<file path="config.mk">
export PLATFORM = sky130hd
export DESIGN_NAME = mem_stage_lsu
export DESIGN_NICKNAME = d
export VERILOG_FILES = /design/src/rtl/mem_stage_lsu.sv
export SDC_FILE = /design/constraint.sdc
export NUM_CORES = 1
export LEC_CHECK = 0
export ABC_AREA = 1
export CAP_MARGIN = 5
export CORE_MARGIN = 2
export CORE_UTILIZATION = 40
export DETAILED_ROUTE_END_ITERATION = 6
export GPL_ROUTABILITY_DRIVEN = 0
export GPL_TIMING_DRIVEN = 0
export HOLD_SLACK_MARGIN = 0.02
export PLACE_DENSITY = 0.83
export SYNTH_ARGS = -nofsm -noshare
export SYNTH_HDL_FRONTEND = slang
export SYNTH_SLANG_ARGS = --single-unit
</file>
<file path="constraint.sdc">
create_clock -name clk -period 4.2 [get_ports clk]
set_input_delay 0.84 -clock clk [delete_from_list [all_inputs] [get_ports clk]]
set_output_delay 0.84 -clock clk [all_outputs]
set_load 0.01 [all_outputs]
</file>
<file path="src/rtl/mem_stage_lsu.sv">
// M-stage load/store unit: drives a valid/ready data-memory bus, lane-aligns store data,
// formats load data, and stalls the pipeline until each access is acknowledged.
module mem_stage_lsu #(
    parameter int ADDR_W = 32
) (
    input  logic              clk,
    input  logic              rst,
    input  logic              valid_M,
    input  logic              MemRead_M,
    input  logic              MemWrite_M,
    input  logic [2:0]        funct3_M,
    input  logic [ADDR_W-1:0] ALUResult_M,
    input  logic [31:0]       WriteData_M,
    output logic              bus_req_valid,
    input  logic              bus_req_ready,
    output logic              bus_req_we,
    output logic [ADDR_W-1:0] bus_req_addr,
    output logic [31:0]       bus_req_wdata,
    output logic [3:0]        bus_req_wstrb,
    input  logic              bus_resp_valid,
    input  logic [31:0]       bus_resp_rdata,
    output logic [31:0]       ReadData_M,
    output logic              mem_done,
    output logic              stall_M,
    output logic              mem_fault_M
);

    typedef enum logic [1:0] {IDLE, REQ, RESP, DONE} state_t;

    state_t            state;
    state_t            state_next;
    logic [ADDR_W-1:0] addr_q;
    logic [2:0]        funct3_q;
    logic              we_q;
    logic [31:0]       wdata_q;
    logic [3:0]        wstrb_q;
    logic [31:0]       read_data_q;

    logic              access;
    logic              fault;
    logic              start;
    logic [1:0]        offset;
    logic [3:0]        st_wstrb;
    logic [31:0]       st_wdata;
    logic [31:0]       rdata_shifted;
    logic [7:0]        ld_byte;
    logic [15:0]       ld_half;
    logic [31:0]       ld_data;

    assign offset = ALUResult_M[1:0];
    assign access = valid_M & (MemRead_M | MemWrite_M);
    assign start  = (state == IDLE) & access & ~fault;

    // Unsupported encodings and misaligned halfword/word accesses never reach the bus.
    always_comb begin
        fault = 1'b0;
        case (funct3_M)
            3'b011, 3'b110, 3'b111: fault = 1'b1;
            3'b001, 3'b101:         fault = ALUResult_M[0];
            3'b010:                 fault = |ALUResult_M[1:0];
            default:                fault = 1'b0;
        endcase
    end

    always_comb begin
        st_wstrb = 4'h0;
        st_wdata = WriteData_M;
        case (funct3_M[1:0])
            2'b00: begin
                st_wstrb = 4'b0001 << offset;
                st_wdata = {4{WriteData_M[7:0]}};
            end
            2'b01: begin
                st_wstrb = 4'b0011 << offset;
                st_wdata = {2{WriteData_M[15:0]}};
            end
            default: begin
                st_wstrb = 4'hF;
                st_wdata = WriteData_M;
            end
        endcase
        if (!MemWrite_M) begin
            st_wstrb = 4'h0;
        end
    end

    // Load formatting works from the latched address/funct3 so the M inputs may change while stalled.
    always_comb begin
        rdata_shifted = bus_resp_rdata >> {addr_q[1:0], 3'b000};
        ld_byte       = rdata_shifted[7:0];
        ld_half       = addr_q[1] ? bus_resp_rdata[31:16] : bus_resp_rdata[15:0];
        case (funct3_q)
            3'b000:  ld_data = {{24{ld_byte[7]}}, ld_byte};
            3'b100:  ld_data = {24'h000000, ld_byte};
            3'b001:  ld_data = {{16{ld_half[15]}}, ld_half};
            3'b101:  ld_data = {16'h0000, ld_half};
            default: ld_data = bus_resp_rdata;
        endcase
    end

    always_comb begin
        state_next = state;
        case (state)
            IDLE:    if (start) state_next = REQ;
            REQ:     if (bus_req_ready) state_next = RESP;
            RESP:    if (bus_resp_valid) state_next = DONE;
            DONE:    state_next = IDLE;
            default: state_next = IDLE;
        endcase
    end

    always_ff @(posedge clk) begin
        if (rst) begin
            state       <= IDLE;
            addr_q      <= '0;
            funct3_q    <= 3'b000;
            we_q        <= 1'b0;
            wdata_q     <= 32'h0;
            wstrb_q     <= 4'h0;
            read_data_q <= 32'h0;
        end else begin
            state <= state_next;
            if (start) begin
                addr_q   <= ALUResult_M;
                funct3_q <= funct3_M;
                we_q     <= MemWrite_M;
                wdata_q  <= st_wdata;
                wstrb_q  <= st_wstrb;
            end
            if ((state == RESP) && bus_resp_valid && !we_q) begin
                read_data_q <= ld_data;
            end
        end
    end

    assign bus_req_valid = (state == REQ);
    assign bus_req_we    = we_q;
    assign bus_req_addr  = {addr_q[ADDR_W-1:2], 2'b00};
    assign bus_req_wdata = wdata_q;
    assign bus_req_wstrb = wstrb_q;
    assign ReadData_M    = read_data_q;
    assign mem_done      = (state == DONE);
    assign stall_M       = start | (state == REQ) | (state == RESP);
    assign mem_fault_M   = (state == IDLE) & access & fault;

endmodule
</file>
==> results summary <==
The maximum count of clock buffers along a single path came out at 2. Dividing the detail-routed wire length by the instance count gives 14.0 um. Of the post-synthesis cell area, the dominant cell type holds 41.5%. The pin count of the biggest net entering global routing came out at 17. The relative slew slack is 61.4%. The number of clock sinks is 106.

The multiplexer fraction of the synthesized cell area is 0%. Setup repair after global routing left no endpoint under its margin. The number of standard cells in the final layout excluding fillers came out at 1160. The run finished with clean final reports. The final layout contains routed wiring with a total length of 16300 um. The fraction of layout cells with a size suffix above 1 is 7.79%. The mean post-synth cell area is 6.69 um^2. The core box area came out at 0.0126 mm^2. Ranked by instance count, the synthesized netlist is headed by nand2_1, dfxtp_1, a21oi_1, nor2_1.

Across the run, the number of max-cap violations was 0. The number of failing hold endpoints at the final stage is 0. The number of vias after detailed routing is 5571. The wire length of the first global-routing pass came out at 24300 um. nand2_1 is the most common cell in the netlist. After layout, the minimum clock period comes to 3.54 ns. For the worst flop-to-flop path, the logic depth is 8. The completed layout was analyzed and its total power is 3180 uW.

The number of vias per cell after detailed routing came out at 4.80. TritonCTS built the clock tree. The highest net fanout along the worst path is 10. For this run, the post-layout net count is 1093.

The number of unique standard cell types used by synthesis is 27. Clock tree synthesis selected as its root buffer the cell clkbuf_16. The final setup TNS came out at 0 ns. The number of CTS-inserted buffers is 9.

The complex-gate fraction of the synthesized area came out at 16.5%. The layout overhead on the synthesized area is 51.1%. The final max-slew violation count came out at 0. Buffers placed on the I/O ports in this run total 207. The fraction of the mapped netlist area in adder cells is 0.979%. The kind of start point of the critical path is an input port. The source of the worst register-to-register timing path is state[0]$_SDFFE_PP0P_. The required time reported for the critical path endpoint came out at 3.36 ns.

Before antenna repair, the detailed router went through 7 iterations. The die covers 0.0137 mm^2. The xor and xnor fraction of the mapped netlist area came out at 0%. Hold repair after CTS inserted 0 buffers.

For this run, the leading register cell type out of synthesis is dfxtp_1. The detail route stage leaves a number of antenna-violating nets equal to 0. Of all cell types, the one taking the most synthesized area is dfxtp_1.

The worst IR drop on VDD is 0.000179 V. Sorting the synthesized cells by area gives the leading types as dfxtp_1, nand2_1, a21oi_1, o21ai_0, buf_4. The flip-flop and latch count after synthesis is 106. The count of boundary I/O pins is 211. Detailed placement ended at an HPWL of 12600 um. The worst setup path is captured at a primary output. By startpoint and endpoint, the worst setup path is classified as in2out.

The number of setup violations in the final report is 0. In the synthesized netlist, the number of instances is 764. By area, the combinational part of the netlist is dominated by simple AND/OR/NAND/NOR gates. The violation count after the first detailed-routing iteration came out at 386. The total number of yosys warnings is 0.

The arrival time at the worst endpoint came out at 2.70 ns. The effective utilization at floorplan is 40.7%. The insertion delay to the later sink of the worst-skew pair came out at 0.36 ns. The residual DRC count is 0.

In this run the most critical hold path is launched from bus_req_wstrb[3]$_SDFFE_PP0P_. The post-synthesis async set-or-reset flop share is 0%. The via count of the first global-routing pass came out at 4931.

The portion of the clock cycle consumed by the worst path in the final layout is 84.4%. The final worst clock skew is 0.00603 ns. Sequential cells were found to cover 41.5% of the synthesized design area. The number of core rows is 41. The number of gates resized after CTS was 0.

The reported leakage power came out at 0.00320 uW. For this design the ratio of total power to cell area is 412 mW/mm^2. The x dimension of the die is 117 um. The initial antenna violation count is 0. The total inserted antenna cells is 0. Global routing finished with a remaining overflow of 0. The cell count of the worst hold path came out at 2. The count of flip-flops with a built-in enable after synthesis came out at 0. The count of H-tree levels built during CTS is 3.

The count of buffers added by post-CTS timing repair for setup is 0. The maximum frequency from static timing analysis is 282 MHz. The height of the chip is 117 um. After clock tree synthesis, the clock-pin slew on the worst setup and hold paths is 0.07 ns. Global routing used 23.1% of the available tracks across all layers. After detailed placement, the design holds a cell count of 1144. The transition time at the pin with the least slew margin came out at 0.579 ns. The path class of the tightest hold or removal check is reg2reg. Tracing the worst setup path back leads to its startpoint at funct3_M[0]. The cell area after technology mapping came out at 0.00511 mm^2. The basic-gate share of the synthesized area counting and, or, nand and nor cells came out at 27.6%.
-- metrics by stage --
step | utilization [%] | cell area, um^2 | hold WS [ns] | setup WS, ns
floorplan | - | 5110 | 0.445 | 1.85
global placement | 58.9 | 7400 | 0.451 | 0.672
CTS | 61.4 | 7720 | 0.466 | 0.642
detailed placement | 58.9 | 7400 | 0.455 | 0.661
finish | 61.4 | 7720 | 0.464 | 0.656
global route | 61.4 | 7720 | 0.477 | 0.547
-- registers in the layout, summed over array words and instances, names as in the netlist --
signal / flops
addr_q: 32
state: 2
bus_req_wdata: 32
bus_req_we: 1
funct3_q: 3
ReadData_M: 32
bus_req_wstrb: 4
-- cell type report --
type	count	area [um^2]
buffer	74	445
clock buffer	12	246
clock inverter	4	73.8
fill	1156	4850
inverter	64	240
multi-input combinational	521	2310
sequential	106	2120
tap	172	215
timing repair buffer	207	2070
-- layout by cell type, fill, tap and decap left out --
cell,netlist,routed
nand2_1,252,252
a21boi_0,1,1
dfxtp_1,106,106
buf_6,1,1
nor2_4,1,1
a31oi_1,2,2
clkinv_2,0,1
or2_2,2,2
buf_4,39,39
nand3b_1,2,2
inv_2,3,3
nor2_1,63,63
bufinv_16,0,2
clkdlybuf4s50_1,0,207
nand4_1,3,3
o211ai_1,8,8
clkbuf_16,0,9
a21oi_1,91,91
buf_1,1,1
conb_1,1,2
nor3_1,1,1
o21ai_0,61,61
clkbuf_8,0,1
clkbuf_1,22,24
nand2_2,2,2
nor2_2,2,2
inv_6,0,1
inv_1,61,61
nand3_4,1,1
ha_1,4,4
nand2_4,1,1
nand3_1,22,22
buf_2,11,11
-- metal layers --
metal  up-vias  GRT usage, %  part of all wire [%]
li1       2820             -                     -
met1      2505          29.9                    43
met2       221          37.4                    48
met3        25          5.15                   6.8
met4         0          9.49                   2.3
met5         -             0                     0
-- worst paths after layout --
path | to | slack [ns]
worst max register to register | ReadData_M[23]$_SDFFE_PP0P_ | 2.19
worst min-delay path | bus_req_wstrb[3]$_SDFFE_PP0P_ | 0.46
worst max-delay path | stall_M | 0.66
worst min register to register | bus_req_wstrb[3]$_SDFFE_PP0P_ | 0.46
-- worst max-delay path, cell delays in order --
cell and delay (ns):
clkdlybuf4s50_1 0.59, nand2_4 0.14, inv_2 0.08, nand2_2 0.07, nand3_4 0.14, buf_2 0.25
nand3_1 0.10, clkdlybuf4s50_1 0.49
-- power breakdown --
part / leakage (uW) / switching [uW] / internal, uW
Clock: 0.000157 / 376 / 541
Combinational: 0.00218 / 529 / 517
Sequential: 0.000861 / 80.0 / 1140
Total: 0.00320 / 985 / 2200
-- cells by family after synthesis --
group | count (synthesis)
compound gates | 163
simple gates | 352
buf+inv | 138
fa+ha+maj | 4
other cells | 1
flops | 106
Power figures use the tool's default switching activity.
